### config.mk
export PLATFORM = sky130hd
export DESIGN_NAME = button_conditioner
export DESIGN_NICKNAME = d
export VERILOG_FILES = /design/src/rtl/button_conditioner.sv
export SDC_FILE = /design/constraint.sdc
export NUM_CORES = 1
export LEC_CHECK = 0
export CAP_MARGIN = 30
export CELL_PAD_IN_SITES_DETAIL_PLACEMENT = 0
export CELL_PAD_IN_SITES_GLOBAL_PLACEMENT = 2
export CORE_AREA = 3 3 250 227
export CTS_BUF_LIST = sky130_fd_sc_hd__clkbuf_4 sky130_fd_sc_hd__clkbuf_8 sky130_fd_sc_hd__clkbuf_16
export CTS_CLUSTER_DIAMETER = 30
export DETAILED_ROUTE_END_ITERATION = 6
export DIE_AREA = 0 0 253 230
export HOLD_SLACK_MARGIN = 0.03
export PLACE_DENSITY_LB_ADDON = 0.1
export SYNTH_ARGS = -nofsm -noshare
export SYNTH_HDL_FRONTEND = slang
export SYNTH_SLANG_ARGS = --single-unit
### constraint.sdc
create_clock -name CLK -period 5.7 [get_ports CLK]
set_input_delay 1.14 -clock CLK [delete_from_list [all_inputs] [get_ports CLK]]
set_output_delay 1.14 -clock CLK [all_outputs]
set_load 0.005 [all_outputs]
### src/rtl/button_conditioner.sv
// Button conditioner: synchronizes, debounces and auto-repeats raw push-buttons.
// Each accepted press or repeat gives a 1-cycle strobe. The strobe is also stretched
// into an event long enough for the slow game-core sampler to see it exactly once.

// Per-button debounce / auto-repeat FSM with pulse stretcher.
module button_lane #(
  parameter int DEBOUNCE_CYC = 8,
  parameter int RPT_DLY_CYC  = 40,
  parameter int RPT_PER_CYC  = 16,
  parameter int PULSE_CYC    = 10,
  parameter bit RPT_EN       = 1'b0,
  parameter int CW           = 6
) (
  input  logic CLK,
  input  logic RST_N,
  input  logic s,          // synchronized, polarity-corrected level (1 = pressed)
  output logic level,
  output logic strobe,
  output logic evt
);

  typedef enum logic [2:0] {IDLE, DB_PRESS, HELD, REPEAT, DB_REL} state_t;

  localparam logic [CW-1:0] DB_LAST  = CW'(DEBOUNCE_CYC - 1);
  localparam logic [CW-1:0] DLY_LAST = CW'(RPT_DLY_CYC - 1);
  localparam logic [CW-1:0] PER_LAST = CW'(RPT_PER_CYC - 1);
  localparam logic [CW-1:0] PULSE_LD = CW'(PULSE_CYC);
  localparam logic [CW-1:0] CNT_MAX  = '1;

  state_t          st_q, st_d;
  logic [CW-1:0]   cnt_q, cnt_d;
  logic [CW-1:0]   pcnt_q, pcnt_d;
  logic            from_rpt_q, from_rpt_d;
  logic            lvl_q, lvl_d;
  logic            stb_q, stb_d;

  // State, counters and registered outputs.
  always_ff @(posedge CLK or negedge RST_N) begin
    if (!RST_N) begin
      st_q       <= IDLE;
      cnt_q      <= '0;
      pcnt_q     <= '0;
      from_rpt_q <= 1'b0;
      lvl_q      <= 1'b0;
      stb_q      <= 1'b0;
    end else begin
      st_q       <= st_d;
      cnt_q      <= cnt_d;
      pcnt_q     <= pcnt_d;
      from_rpt_q <= from_rpt_d;
      lvl_q      <= lvl_d;
      stb_q      <= stb_d;
    end
  end

  // Next-state logic; any bounce restarts the relevant window from zero.
  always_comb begin
    st_d       = st_q;
    cnt_d      = cnt_q;
    from_rpt_d = from_rpt_q;
    lvl_d      = lvl_q;
    stb_d      = 1'b0;
    case (st_q)
      IDLE: begin
        if (s) begin
          st_d  = DB_PRESS;
          cnt_d = '0;
        end
      end
      DB_PRESS: begin
        if (!s) begin
          st_d  = IDLE;
          cnt_d = '0;
        end else if (cnt_q == DB_LAST) begin
          st_d  = HELD;
          lvl_d = 1'b1;
          stb_d = 1'b1;
          cnt_d = '0;
        end else begin
          cnt_d = cnt_q + 1'b1;
        end
      end
      HELD: begin
        if (!s) begin
          st_d       = DB_REL;
          from_rpt_d = 1'b0;
          cnt_d      = '0;
        end else if (RPT_EN && cnt_q == DLY_LAST) begin
          st_d  = REPEAT;
          stb_d = 1'b1;
          cnt_d = '0;
        end else if (cnt_q != CNT_MAX) begin
          cnt_d = cnt_q + 1'b1;
        end
      end
      REPEAT: begin
        if (!s) begin
          st_d       = DB_REL;
          from_rpt_d = 1'b1;
          cnt_d      = '0;
        end else if (cnt_q == PER_LAST) begin
          stb_d = 1'b1;
          cnt_d = '0;
        end else begin
          cnt_d = cnt_q + 1'b1;
        end
      end
      DB_REL: begin
        // A short release glitch drops back to where we came from without a strobe.
        if (s) begin
          st_d  = from_rpt_q ? REPEAT : HELD;
          cnt_d = '0;
        end else if (cnt_q == DB_LAST) begin
          st_d  = IDLE;
          lvl_d = 1'b0;
          cnt_d = '0;
        end else begin
          cnt_d = cnt_q + 1'b1;
        end
      end
      default: begin
        st_d  = IDLE;
        cnt_d = '0;
      end
    endcase
  end

  // Stretcher: a strobe (re)loads the down-counter in the same cycle it is issued.
  always_comb begin
    pcnt_d = pcnt_q;
    if (stb_d)              pcnt_d = PULSE_LD;
    else if (pcnt_q != '0)  pcnt_d = pcnt_q - 1'b1;
  end

  assign level  = lvl_q;
  assign strobe = stb_q;
  assign evt    = (pcnt_q != '0);

endmodule

// Top: shared 2-flop synchronizer, then one independent lane per button.
module button_conditioner #(
  parameter int               N_BTN        = 5,
  parameter bit               ACTIVE_LOW   = 1'b0,
  parameter int               DEBOUNCE_CYC = 250000,
  parameter int               RPT_DLY_CYC  = 20000000,
  parameter int               RPT_PER_CYC  = 5000000,
  parameter int               PULSE_CYC    = 1100000,
  parameter logic [N_BTN-1:0] RPT_MASK     = 5'b01011
) (
  input  logic             CLK,
  input  logic             RST_N,
  input  logic [N_BTN-1:0] btn_raw,
  output logic [N_BTN-1:0] btn_level,
  output logic [N_BTN-1:0] btn_strobe,
  output logic [N_BTN-1:0] btn_evt
);

  localparam int MAX_AB  = (DEBOUNCE_CYC > RPT_DLY_CYC) ? DEBOUNCE_CYC : RPT_DLY_CYC;
  localparam int MAX_CD  = (RPT_PER_CYC > PULSE_CYC) ? RPT_PER_CYC : PULSE_CYC;
  localparam int MAX_CYC = (MAX_AB > MAX_CD) ? MAX_AB : MAX_CD;
  localparam int CW      = $clog2(MAX_CYC);

  // Raw level that means "released"; sync flops reset to it so reset looks like no press.
  localparam logic [N_BTN-1:0] REL = {N_BTN{ACTIVE_LOW}};

  if (PULSE_CYC >= RPT_PER_CYC || DEBOUNCE_CYC < 2) begin : g_bad_param
    $error("button_conditioner: need PULSE_CYC < RPT_PER_CYC and DEBOUNCE_CYC >= 2");
  end

  logic [1:0][N_BTN-1:0] sync_pipe;
  logic [N_BTN-1:0]      s;

  // Two-stage synchronizer for the asynchronous pins.
  always_ff @(posedge CLK or negedge RST_N) begin
    if (!RST_N) sync_pipe <= {2{REL}};
    else        sync_pipe <= {sync_pipe[0], btn_raw};
  end

  assign s = sync_pipe[1] ^ REL;

  for (genvar i = 0; i < N_BTN; i++) begin : g_lane
    button_lane #(
      .DEBOUNCE_CYC (DEBOUNCE_CYC),
      .RPT_DLY_CYC  (RPT_DLY_CYC),
      .RPT_PER_CYC  (RPT_PER_CYC),
      .PULSE_CYC    (PULSE_CYC),
      .RPT_EN       (RPT_MASK[i]),
      .CW           (CW)
    ) u_lane (
      .CLK    (CLK),
      .RST_N  (RST_N),
      .s      (s[i]),
      .level  (btn_level[i]),
      .strobe (btn_strobe[i]),
      .evt    (btn_evt[i])
    );
  end

endmodule

# Word-level counts from Yosys, hierarchy flattened
# Index checks and enable logic that the tools add are counted.
totals:
  register_bits: 290
  latch_bits: 0
  ramBits: 0
  mem_bits_ro: 0
  in_bits: 7
  out_inout_bits: 15
  word_cells: 357
  n_memories: 0
classes:
  add_sub_neg: 10
  n_mul: 0
  n_div: 0
  order_cmp: 0
  n_eq_ne: 93
  shift: 0
  mux: 175
  n_bitwise: 0
  n_reduce_logical: 47
op_table:
  columns: ["cell", "count"]
  rows:
  - ["25-bit 2-to-1 mux", 53]
  - ["25-bit one-hot mux with 5 select lines", 5]
  - ["25-bit by 1-bit adder with 25-bit output (second input constant)", 5]
  - ["25-bit by 18-bit == test with 1-bit output (second input constant)", 5]
  - ["25-bit by 23-bit == test with 1-bit output (second input constant)", 5]
  - ["25-bit != test (second input constant)", 5]
  - ["25-bit nonzero test", 5]
  - ["25-bit by 1-bit subtractor with 25-bit output (second input constant)", 5]
  - ["3-bit 2-to-1 mux", 36]
  - ["25-bit == test (second input constant)", 3]
  - ["1-bit 2-to-1 mux", 61]
  - ["2-bit != test (second input constant)", 27]
  - ["3-bit by 2-bit != test with 1-bit output (second input constant)", 15]
  - ["3-bit one-hot mux with 5 select lines", 3]
  - ["5-bit AND reduction", 8]
  - ["3-bit by 2-bit == test with 1-bit output (second input constant)", 10]
  - ["2-bit nonzero test", 15]
  - ["1-bit one-hot mux with 2 select lines", 12]
  - ["3-bit one-hot mux with 4 select lines", 2]
  - ["2-bit by 1-bit != test with 1-bit output (second input constant)", 10]
  - ["3-bit by 1-bit == test with 1-bit output (second input constant)", 5]
  - ["3-bit == test (second input constant)", 5]
  - ["3-bit zero test", 5]
  - ["3-bit AND reduction", 5]
  - ["other kinds (5)", 15]

# Depth between registers and ports, before layout
logic_depth:
  depth_word: 5
  mapped_depth: 11
  ltp_nobuf: 9

# Modules after synthesis
# From an unflattened synthesis, not the netlist that was laid out.
unflattened:
  hier_cells: 1769
  area_unflattened_um2: 16254.3
by_module_without_submodules:
  columns: ["mod", "n_inst", "cells_per_inst", "area_per_inst_um2", "seq_area_each_um2"]
  rows:
  - ["button_lane at g_lane[0].u_lane ...", 2, 349, 3169.3, 1401.3]
  - ["button_lane at g_lane[3].u_lane", 1, 363, 3275.6, 1401.3]
  - ["button_lane at g_lane[4].u_lane", 1, 355, 3251.9, 1401.3]
  - ["button_lane at g_lane[2].u_lane", 1, 343, 3138.0, 1401.3]
  - ["button_conditioner", 1, 10, 250.2, 250.2]

# Worst setup path before layout
# No wires, ideal clock.
synth_timing:
  kind: "register -> output"
  from: "reg g_lane[1].u_lane.pcnt_q[5]"
  to: "out btn_evt[1]"
  arrival_time_ps: 1839
  required_time_ps: 4560
  path_slack_ps: 2721
  stages_incl_launch_ff: 5
  path_buffers: 1
  path_cell_list: "dfrtp_1 -> or4_1 -> nor4_2 -> nand4_1 -> buf_4"
synth_between:
  elab_chain_cells: 1
synth_rtl:
  columns: ["item", "line_no", "rtl"]
  rows:
  - ["from (decl)", "32", "logic [CW-1:0] pcnt_q, pcnt_d;"]
  - ["from (signal assigned)", "49", "pcnt_q <= pcnt_d;"]
  - ["25-bit nonzero test", "137", "assign evt = (pcnt_q != '0);"]
  - ["to (decl)", "156", "output logic [N_BTN-1:0] btn_evt"]
# Every way passes these cells.

# Final worst setup path
layout_timing:
  from: "reg g_lane[3].u_lane.pcnt_q[19]"
  to: "out btn_evt[3]"
layout_between:
  elab_chain_cells: 1
layout_rtl:
  columns: ["item", "line_no"]
  rows:
  - ["from (decl)", "32"]
  - ["from (signal assigned)", "49"]
  - ["25-bit nonzero test", "137"]
# Every way passes these cells.

==> run_results.csv <==
group,metric,value,unit
status,status,"finished, final reports clean",
min_path,hp-class,"reg2reg",
cells_and_area,area_growth,26.2,%
drt,drc_errors,0,
synthesis,ys.flop_type,"dfrtp_1",
timing,whs,344,ps
placed_design,post-dp-hpwl,27300,um
timing,slew_headroom,38.7,%
timing,fin_crit_sh,75.6,%
drt,drtAntennaViolNets,0,
timing,clock.fmax,0.232,GHz
cells_and_area,fillers,5464,
synthesis,synth_nets,1848,
worst_setup_path,crit_path_start_kind,"flip-flop",
drt,drt_first_pass_iters,5,
floorplan,chipHeight,230,um
cells_and_area,final_cell_mix,"dfrtp_1 (290), nor2_1 (242), nand2_1 (172), o21ai_0 (113), nand3_1 (104)",
min_path,min_from,"sync_pipe[4]",
synthesis,synth_top_area_share,44.7,%
placed_design,gp_congestion,0.744,
floorplan,placementRows,81,
worst_setup_path,rr_worst_depth,6,
cts,tritoncts,"yes",
synthesis,ys_warn_count,0,
worst_setup_path,cp.arrival,3170,ps
cts,cts_hold_buf,0,
min_path,hold-path-endpoint,"s[4]",
worst_setup_path,cp-end-kind,"primary output",
floorplan,start_util,29.9,%
synthesis,avgSynthCellArea,8.89,um2
synthesis,netlist_area,16200,um2
cells_and_area,diodes,0,
cts,cts_buffers,93,
grt,grt_overflow,0,
timing,tns,0,ps
cts,cts_root_buffer,"clkbuf_16",
drt,drt-initial-drc-count,751,
drt,routed_wl,43400,um
timing,grt_setup_unrepaired,"false",
grt,grt_pass1_wl,74800,um
cells_and_area,finalNetCount,1887,
worst_setup_path,r2r-end,"g_lane[0].u_lane.cnt_q[19]",
cts,clkLatencyLatePin,610,ps
timing,slew_viol_final,0,
floorplan,fp.dieW,253,um
synthesis,synth_area_leaders,"dfrtp_1 (45%), nor2_1 (5.6%), nand2_1 (4.0%)",
timing,finalHoldViolations,0,
worst_setup_path,crit_type,"reg2out",
grt,grt_max_degree,102,
worst_setup_path,regToRegSetupSlack,2430,ps
timing,setup_viol,0,
synthesis,postSynthCellCount,1826,
grt,grt_util_all_layers,15.5,%
cts,cts_resized,0,
synthesis,synthArstFlopShare,100,%
min_path,min_path_cells,0,
grt,antenna_found_initial,0,
timing,worstMarginPinSlew,920,ps
timing,period_needed,4310,ps
synthesis,yosysSeqAreaShare,44.7,%
worst_setup_path,critical_path_required,4560,ps
power_and_ir_drop,p_leak,8.94,nW
synthesis,yosysUniqueCellTypes,90,
cts,htreeDepth,3,
synthesis,synth_top_cell_by_area,"dfrtp_1",
cts,clock-sinks,290,
worst_setup_path,path_max_fanout,10,
run,maxCapViolations,0,
drt,wl_per_cell,16.4,um
cells_and_area,layout_commonest_cell,"dfrtp_1",
cells_and_area,drive_gt1_share,12.1,%
cts,clock_path_buffers,3,
floorplan,core_area,54300,um2
cts,cts.clk_slew.worst_paths,50,ps
power_and_ir_drop,peakVddDrop,0.182,mV
placed_design,port_buffers,21,
floorplan,io_pins,22,
drt,vias,13700,
synthesis,synth_edf_count,0,
worst_setup_path,r2r-start,"g_lane[0].u_lane.cnt_q[11]",
floorplan,dieArea,58200,um2
cts,cts_setup_buffers,0,
drt,via_per_inst,5.18,
grt,grt_pass1_vias,13900,
synthesis,ys_ff_latch,290,
power_and_ir_drop,power.density,391,nW/um2
timing,fin_skew,18.2,ps
worst max-delay path: stages (launching register included):
cell and delay (ps):
dfrtp_1 400, nor4_1 590, nand4_1 280, nor3_2 630, inv_1 190, clkdlybuf4s50_1 490
power by group:
group          internal, mW  leakage, nW  switching (mW)
logic                0.0575         3.19           0.167
registers              2.08         4.02          0.0268
clock network          4.21         1.74            1.48
cell families after synthesis:
family	count (synthesis)	synth area share, %
xor+xnor	101	5.45
fa+ha+maj	15	1.16
compound gates	357	14.6
mux	5	0.308
flops	290	44.7
buf+inv	133	4.08
simple gates	925	29.8
synthesized netlist by cell type (all sizes together), types with 22 or more instances:
cell type / instances
inv: 41
or3: 29
nor2: 243
nor3: 78
or4: 28
nand2b: 37
nor2b: 22
nand4: 44
dfrtp: 290
buf: 44
and3: 27
o31ai: 47
nand3: 104
xnor2: 52
nor4: 45
a21oi: 51
a22o: 24
clkbuf: 48
nand2: 173
xor2: 49
o21ai: 142
how the worst max path moves through the flow:
stage               depth (start not counted)  slack [ps]                   startpoint         end
floorplan                                   4        2720   g_lane[1].u_lane.pcnt_q[5]  btn_evt[1]
finish                                      5        1390  g_lane[3].u_lane.pcnt_q[19]  btn_evt[3]
detailed placement                          5        2030  g_lane[3].u_lane.pcnt_q[19]  btn_evt[3]
global placement                            5        2060  g_lane[3].u_lane.pcnt_q[19]  btn_evt[3]
CTS                                         5        1380  g_lane[3].u_lane.pcnt_q[19]  btn_evt[3]
global route                                5        1170  g_lane[3].u_lane.pcnt_q[18]  btn_evt[3]
flip-flops by register name (all words and copies together) (netlist names):
name / count
g_lane.u_lane.cnt_q: 125
sync_pipe: 5
g_lane.u_lane.from_rpt_q: 5
g_lane.u_lane.level: 5
g_lane.u_lane.pcnt_q: 125
s: 5
g_lane.u_lane.st_q: 15
g_lane.u_lane.strobe: 5
per-layer routing:
layer / track usage, % / share of wire [%] / vias to the layer above
met4: 5.48 / 2.7 / 0
met1: 22.3 / 51 / 6654
li1: - / - / 6725
met2: 22.6 / 43 / 257
met3: 3.52 / 3.9 / 95
met5: 0 / 0 / -
layout make-up:
type / count / area [um2] / area share, %
clock inverter: 49 / 763 / 3.72
multi-input combinational: 1403 / 8340 / 40.7
inverter: 41 / 154 / 0.751
sequential: 290 / 7260 / 35.4
tap: 705 / 882 / 4.30
timing repair buffer: 36 / 344 / 1.68
clock buffer: 126 / 2770 / 13.5
metrics by stage:
stage | utilization [%] | power, mW | setup slack (ps) | cells | cell area, um2
3_3_place_gp | 31.2 | 2.37 | 2060 | 2474 | 17000
2_1_floorplan | - | 2.26 | 2720 | 1826 | 16200
3_5_place_dp | 31.2 | 2.37 | 2030 | 2475 | 17000
5_1_grt | 37.7 | 8.32 | 1170 | 2650 | 20500
4_1_cts | 37.7 | 8.16 | 1380 | 2650 | 20500
6_report | 37.7 | 8.02 | 1390 | 2650 | 20500
Power figures use the tool's default switching activity.
